===== config.mk =====
export PLATFORM = sky130hd
export DESIGN_NAME = pio_cmd_sequencer
export DESIGN_NICKNAME = d
export VERILOG_FILES = /design/src/rtl/pio_cmd_sequencer_pkg.sv /design/src/rtl/pio_cmd_sequencer_watchdog.sv /design/src/rtl/pio_cmd_sequencer.sv
export SDC_FILE = /design/constraint.sdc
export NUM_CORES = 1
export LEC_CHECK = 0
export BUFFER_PORTS_ARGS = -buffer_cell sky130_fd_sc_hd__clkbuf_2
export CORE_ASPECT_RATIO = 0.8
export CORE_MARGIN = 2
export CORE_UTILIZATION = 58
export DETAILED_ROUTE_END_ITERATION = 10
export MAX_ROUTING_LAYER = met4
export PLACE_DENSITY = 0.95
export SYNTH_ARGS = -nofsm -noshare
export SYNTH_HDL_FRONTEND = slang
export SYNTH_HIERARCHICAL = 1
export SYNTH_SLANG_ARGS = --single-unit

===== constraint.sdc =====
create_clock -name clk_clk -period 5 [get_ports clk_clk]
set_clock_uncertainty 0.05 [all_clocks]
set_input_delay 0.75 -clock clk_clk [delete_from_list [all_inputs] [get_ports clk_clk]]
set_output_delay 0.75 -clock clk_clk [all_outputs]
set_load 0.02 [all_outputs]

===== src/rtl/pio_cmd_sequencer_pkg.sv =====
// Purpose: shared widths, field positions, FSM states and opcodes for the PIO command sequencer.
// Latency: n/a (declarations only).
// Backpressure: n/a.
package pio_cmd_pkg;

    localparam int CMD_W  = 19;
    localparam int STAT_W = 10;
    localparam int OPC_W  = 3;
    localparam int ARG_W  = 15;
    localparam int RES_W  = 8;

    // Command word fields (LED PIO export)
    localparam int CMD_REQ_BIT = 18;
    localparam int CMD_OPC_LSB = 15;
    localparam int CMD_ARG_LSB = 0;

    // Status word fields (switch PIO input)
    localparam int STAT_DONE_BIT = 9;
    localparam int STAT_ERR_BIT  = 8;
    localparam int STAT_RES_LSB  = 0;

    typedef enum logic [1:0] {
        IDLE  = 2'd0,
        ISSUE = 2'd1,
        WAIT  = 2'd2,
        DONE  = 2'd3
    } state_t;

    // Opcode 7 is reserved as the internal completion-count query
    localparam logic [OPC_W-1:0] OPC_QUERY = 3'd7;

    // Result codes reported when the coprocessor did not supply one
    localparam logic [RES_W-1:0] RES_ILLEGAL = 8'h00;
    localparam logic [RES_W-1:0] RES_TIMEOUT = 8'hFF;

endpackage


===== src/rtl/pio_cmd_sequencer_watchdog.sv =====
// Purpose: watchdog timer for one outstanding coprocessor command (clear, enable, expiry strobe).
// Latency: expired_o is combinational from the timer; fires in the cycle the count would reach TIMEOUT_CYC-1.
// Backpressure: none; the timer only advances while en_i is high.
module cp_watchdog #(
    parameter int TIMEOUT_CYC = 1024
) (
    input  logic clk_i,
    input  logic reset_i,
    input  logic clr_i,
    input  logic en_i,
    output logic expired_o
);

    localparam logic [16:0] LIMIT = 17'(TIMEOUT_CYC - 1);

    logic [15:0] timer_q;
    logic [15:0] timer_d;

    // Next timer value: clear wins over count
    always_comb begin
        timer_d = timer_q;
        if (clr_i) begin
            timer_d = '0;
        end else if (en_i) begin
            timer_d = timer_q + 16'd1;
        end
    end

    // Timer register
    always_ff @(posedge clk_i) begin
        if (reset_i) begin
            timer_q <= '0;
        end else begin
            timer_q <= timer_d;
        end
    end

    // Expiry when this cycle's increment lands on TIMEOUT_CYC-1, so WAIT lasts TIMEOUT_CYC-1 cycles
    // and status appears TIMEOUT_CYC cycles after the start pulse.
    assign expired_o = en_i && (({1'b0, timer_q} + 17'd1) == LIMIT);

endmodule


===== src/rtl/pio_cmd_sequencer.sv =====
// Purpose: accepts HPS PIO command words, runs one coprocessor op at a time, reports done/err/result.
// Latency: req edge in cycle N -> cp_start_o in N+1; cp_done_i in cycle M -> status done in M+1.
// Backpressure: commands are accepted only on a fresh req rising edge while IDLE. Optional: PIO_CMD_COUNT_EN.
module pio_cmd_sequencer
    import pio_cmd_pkg::*;
#(
    parameter int          TIMEOUT_CYC = 1024,
    parameter logic [7:0]  OPC_VALID   = 8'b0111_1111
) (
    input  logic                clk_clk,
    input  logic                reset,
    input  logic [CMD_W-1:0]    pio_cmd_i,
    output logic [STAT_W-1:0]   pio_status_o,
    output logic                cp_start_o,
    output logic [OPC_W-1:0]    cp_op_o,
    output logic [ARG_W-1:0]    cp_arg_o,
    input  logic                cp_done_i,
    input  logic                cp_err_i,
    input  logic [RES_W-1:0]    cp_result_i,
    output logic                busy_o
);

    state_t             state_q, state_d;
    logic               req_q;
    logic [OPC_W-1:0]   op_q, op_d;
    logic [ARG_W-1:0]   arg_q, arg_d;
    logic               done_q, done_d;
    logic               err_q, err_d;
    logic [RES_W-1:0]   result_q, result_d;
`ifdef PIO_CMD_COUNT_EN
    logic [RES_W-1:0]   cnt_q, cnt_d;
`endif

    logic               req;
    logic [OPC_W-1:0]   cmd_op;
    logic [ARG_W-1:0]   cmd_arg;
    logic               wd_expired;

    assign req     = pio_cmd_i[CMD_REQ_BIT];
    assign cmd_op  = pio_cmd_i[CMD_OPC_LSB +: OPC_W];
    assign cmd_arg = pio_cmd_i[CMD_ARG_LSB +: ARG_W];

    cp_watchdog #(
        .TIMEOUT_CYC (TIMEOUT_CYC)
    ) u_watchdog (
        .clk_i     (clk_clk),
        .reset_i   (reset),
        .clr_i     (state_q == ISSUE),
        .en_i      (state_q == WAIT),
        .expired_o (wd_expired)
    );

    // Next-state and status update; done is raised on every entry into DONE
    always_comb begin
        state_d  = state_q;
        op_d     = op_q;
        arg_d    = arg_q;
        done_d   = done_q;
        err_d    = err_q;
        result_d = result_q;
`ifdef PIO_CMD_COUNT_EN
        cnt_d    = cnt_q;
`endif
        case (state_q)
            IDLE: begin
                if (req && !req_q) begin
                    op_d   = cmd_op;
                    arg_d  = cmd_arg;
                    done_d = 1'b0;
                    err_d  = 1'b0;
`ifdef PIO_CMD_COUNT_EN
                    if (cmd_op == OPC_QUERY) begin
                        state_d  = DONE;
                        result_d = cnt_q;
                    end else
`endif
                    if (OPC_VALID[cmd_op]) begin
                        state_d = ISSUE;
                    end else begin
                        state_d  = DONE;
                        err_d    = 1'b1;
                        result_d = RES_ILLEGAL;
                    end
                end
            end
            ISSUE: begin
                state_d = WAIT;
            end
            WAIT: begin
                // A completion in the expiry cycle takes priority over the timeout
                if (cp_done_i) begin
                    state_d  = DONE;
                    err_d    = cp_err_i;
                    result_d = cp_result_i;
`ifdef PIO_CMD_COUNT_EN
                    if (!cp_err_i) begin
                        cnt_d = cnt_q + 8'd1;
                    end
`endif
                end else if (wd_expired) begin
                    state_d  = DONE;
                    err_d    = 1'b1;
                    result_d = RES_TIMEOUT;
                end
            end
            DONE: begin
                if (!req) begin
                    state_d = IDLE;
                end
            end
            default: begin
                state_d = IDLE;
            end
        endcase
        if (state_d == DONE) begin
            done_d = 1'b1;
        end
    end

    // State and status registers; req_q resets high so a req held across reset is not taken as an edge
    always_ff @(posedge clk_clk) begin
        if (reset) begin
            state_q  <= IDLE;
            req_q    <= 1'b1;
            op_q     <= '0;
            arg_q    <= '0;
            done_q   <= 1'b0;
            err_q    <= 1'b0;
            result_q <= '0;
`ifdef PIO_CMD_COUNT_EN
            cnt_q    <= '0;
`endif
        end else begin
            state_q  <= state_d;
            req_q    <= req;
            op_q     <= op_d;
            arg_q    <= arg_d;
            done_q   <= done_d;
            err_q    <= err_d;
            result_q <= result_d;
`ifdef PIO_CMD_COUNT_EN
            cnt_q    <= cnt_d;
`endif
        end
    end

    assign pio_status_o[STAT_DONE_BIT]             = done_q;
    assign pio_status_o[STAT_ERR_BIT]              = err_q;
    assign pio_status_o[STAT_RES_LSB +: RES_W]     = result_q;
    assign cp_start_o = (state_q == ISSUE);
    assign cp_op_o    = (state_q == ISSUE || state_q == WAIT) ? op_q  : '0;
    assign cp_arg_o   = (state_q == ISSUE || state_q == WAIT) ? arg_q : '0;
    assign busy_o     = (state_q != IDLE);

endmodule


==> results.py <==
metrics = {
    "status": {
        "status": "finished, final reports clean",
    },
    "placed_design": {
        "gp_congestion": 0.948,
        "dpl.hpwl_mm": 4.29,
        "portBuffers": 60,
    },
    "finish": {
        "layout.nets": 422,
        "syn_to_final_growth_pct": 11.8,
        "fin_util_pct": 69.2,
        "diodes": 0,
        "drive_above_1_share_pct": 21.0,
    },
    "pwr": {
        "clockPowerShare_pct": 26.8,
        "power.leakage_nw": 1.12,
        "switching_share_pct": 33.1,
        "p_sw_w": 0.000279,
        "p_comb_share_pct": 24.3,
        "power.density_mw_per_mm2": 285,
        "seqPwrFrac_pct": 48.9,
        "max-vdd-ir-drop_v": 0.000256,
        "p_int_w": 0.000566,
    },
    "floorplanning": {
        "die_w_um": 79.6,
        "pin_count": 61,
        "core_area_mm2": 0.00428,
        "rows": 21,
        "dieArea_mm2": 0.00513,
        "initial_core_util_pct": 61.9,
        "die_h_um": 64.5,
    },
    "drt": {
        "finalWirelength_mm": 6.20,
        "dr.first_iter.drc_count": 337,
        "dr_total_vias": 2598,
        "postRouteAntennaNets": 0,
        "drc": 0,
        "via_per_inst": 5.88,
        "wire_per_inst_um": 14.0,
        "dr.pass1.iters": 6,
    },
    "yosys": {
        "yosys.area.top_type": "dfxtp_1",
        "synth_warnings": 6,
        "netlist.area_leader.share_pct": 35.5,
        "synth-edff-count": 0,
        "synth_flop_cell": "dfxtp_1",
        "synth_area_mm2": 0.00265,
        "synthTopCellsByArea": "dfxtp_1 (35%), nand2_1 (6.7%), a21oi_1 (6.2%), and2_1 (5.9%), nand2b_1 (4.7%)",
        "ys_async_sr_fraction_pct": 0,
        "ys_types": 46,
        "syn_avg_cell_area_um2": 7.76,
        "yosysSeqAreaShare_pct": 35.5,
        "ys_ff_latch": 47,
        "synthesis.nets": 380,
        "yosys-top-cells-count": "dfxtp_1 (47), nand2_1 (47), a21oi_1 (33)",
        "synthCells": 342,
    },
    "clock_network": {
        "clkSinkCount": 47,
        "htreeDepth": 2,
        "cts-root-buf": "clkbuf_8",
        "cts_resized": 0,
        "cts_tree": "built",
        "cts_hold_buffers": 0,
        "clockBufferDepth": 2,
        "clk_latency_ns": 0.30,
        "cts_made_buffers": 5,
        "clk_pin_slew_ns": 0.09,
        "cts_setup_buffers": 0,
    },
    "setup_path": {
        "worstReg2RegStart": "u_watchdog/timer_q[0]$_SDFFE_PP0P_",
        "critPathLaunchType": "flop",
        "rr_worst_depth": 10,
        "required_ns": 5.17,
        "path_class": "flop to flop",
        "critPathCaptureType": "flop",
        "r2r_slack_ns": 1.44,
        "crit_end": "result_q[3]$_SDFFE_PP0P_",
        "cp_max_fo": 11,
        "crit_arrival_ns": 3.73,
        "critPathLaunch": "u_watchdog/timer_q[0]$_SDFFE_PP0P_",
        "rr_endpoint": "result_q[3]$_SDFFE_PP0P_",
    },
    "timing": {
        "slew_headroom_pct": 39.4,
        "rsz0062_at_grt": "false",
        "max_slew.worst_pin.slew_ns": 0.907,
        "setup_viol": 0,
        "finalMaxSlewViolations": 0,
        "hold_violations": 0,
        "fmax_mhz": 281,
        "fin_crit_ns": 3.56,
        "fin_setup_tns_ns": 0,
        "min_period_over_period_pct": 71.2,
    },
    "grt": {
        "antenna_found_initial": 0,
        "grt_pass1_wl_mm": 10.3,
        "track_usage_pct": 25.8,
        "grt_pass1_vias": 2328,
        "grt_max_degree": 32,
        "overflow": 0,
    },
    "worst_hold_path": {
        "hp-class": "flop to flop",
    },
    "job": {
        "max_cap_viol_count": 0,
    },
}
through the flow:
stage | instance area [um^2] | hold WS, ns | power, W | setup WS [ns] | cells
finish | 2970 | 0.405 | 0.000845 | 1.44 | 442
global route | 2970 | 0.423 | 0.000885 | 1.17 | 442
CTS | 2970 | 0.407 | 0.000847 | 1.55 | 442
detailed placement | 2880 | 0.394 | 0.000624 | 1.66 | 434
global placement | 2880 | 0.387 | 0.000616 | 1.91 | 434
floorplan | 2650 | 0.382 | 0.000573 | 2.48 | 342
how the worst min path moves through the flow:
stage,from,end,slack [ns],depth (start not counted)
2_1_floorplan,arg_q[0]$_SDFFE_PP0P_,arg_q[0]$_SDFFE_PP0P_,0.38,2
3_3_place_gp,arg_q[7]$_SDFFE_PP0P_,arg_q[7]$_SDFFE_PP0P_,0.39,2
3_5_place_dp,arg_q[13]$_SDFFE_PP0P_,arg_q[13]$_SDFFE_PP0P_,0.39,2
4_1_cts,arg_q[13]$_SDFFE_PP0P_,arg_q[13]$_SDFFE_PP0P_,0.41,2
5_1_grt,arg_q[6]$_SDFFE_PP0P_,arg_q[6]$_SDFFE_PP0P_,0.42,2
6_report,arg_q[11]$_SDFFE_PP0P_,arg_q[11]$_SDFFE_PP0P_,0.40,2
routing by layer:
metal | global-route usage [%] | wire, um | vias up
met2 | 39.3 | 2870 | 140
met1 | 34.8 | 2660 | 1199
met3 | 4.46 | 554 | 13
met4 | 8.84 | 108 | 0
li1 | - | - | 1246
met5 | - | 0 | -
critical path, cell delays in order, from the launching register on:
cell and delay (ns):
dfxtp_1 0.43, ha_1 0.36, nand3_1 0.12, nor4_1 0.40, mux2i_1 0.23, nand4_1 0.11, a2111oi_2 0.72, nand2b_1 0.39
a21oi_1 0.30, o21ai_1 0.15, a31oi_1 0.23
cell families (layout without fill, tap and decap cells):
family / after synthesis / count (layout) / synth area share [%]
flip-flops: 47 / 47 / 35.5
AO/OA/AOI/OAI: 67 / 67 / 15.0
AND/OR/NAND/NOR: 173 / 173 / 34.4
adder cells (fa/ha/maj): 7 / 7 / 3.30
XOR/XNOR: 11 / 11 / 3.63
buffers and inverters: 33 / 76 / 6.70
multiplexers: 4 / 4 / 1.51
power groups by stage:
stage          clock, W  combinational, W  sequential [W]
2_1_floorplan         0          0.000153        0.000420
3_3_place_gp          0          0.000196        0.000419
3_5_place_dp          0          0.000203        0.000421
4_1_cts        0.000230          0.000204        0.000413
5_1_grt        0.000240          0.000228        0.000416
6_report       0.000227          0.000205        0.000413
registers in the layout (all words and copies together), names as in the netlist:
name / cells
state_q: 2
arg_q: 15
req_q: 1
err_q: 1
result_q: 8
done_q: 1
op_q: 3
u_watchdog/timer_q: 16
area by class of cell:
cell class | instances | area, um^2
Sequential cell | 47 | 941
Inverter | 8 | 30.0
Clock buffer | 5 | 68.8
Tap cell | 57 | 71.3
Timing Repair Buffer | 60 | 300
Multi-Input combinational cell | 262 | 1530
Clock inverter | 3 | 20.0
Fill cell | 330 | 1320
cell usage in the layout, fill, tap and decap left out, types with 4 or more instances in the layout:
cell type | netlist | routed
a21oi_1 | 33 | 33
a31oi_1 | 8 | 8
and2_1 | 25 | 25
and3_1 | 6 | 6
clkbuf_2 | 1 | 60
clkbuf_8 | 0 | 5
dfxtp_1 | 47 | 47
ha_1 | 7 | 7
inv_1 | 8 | 8
mux2i_1 | 4 | 4
nand2_1 | 47 | 47
nand2b_1 | 20 | 20
nand3_1 | 23 | 23
nand4_1 | 7 | 7
nor2_1 | 15 | 15
nor3_1 | 5 | 5
o21ai_0 | 12 | 12
o21ai_1 | 4 | 4
or3_1 | 7 | 7
xnor2_1 | 4 | 4
xor2_1 | 7 | 7
(Power assumes the default switching activity.)
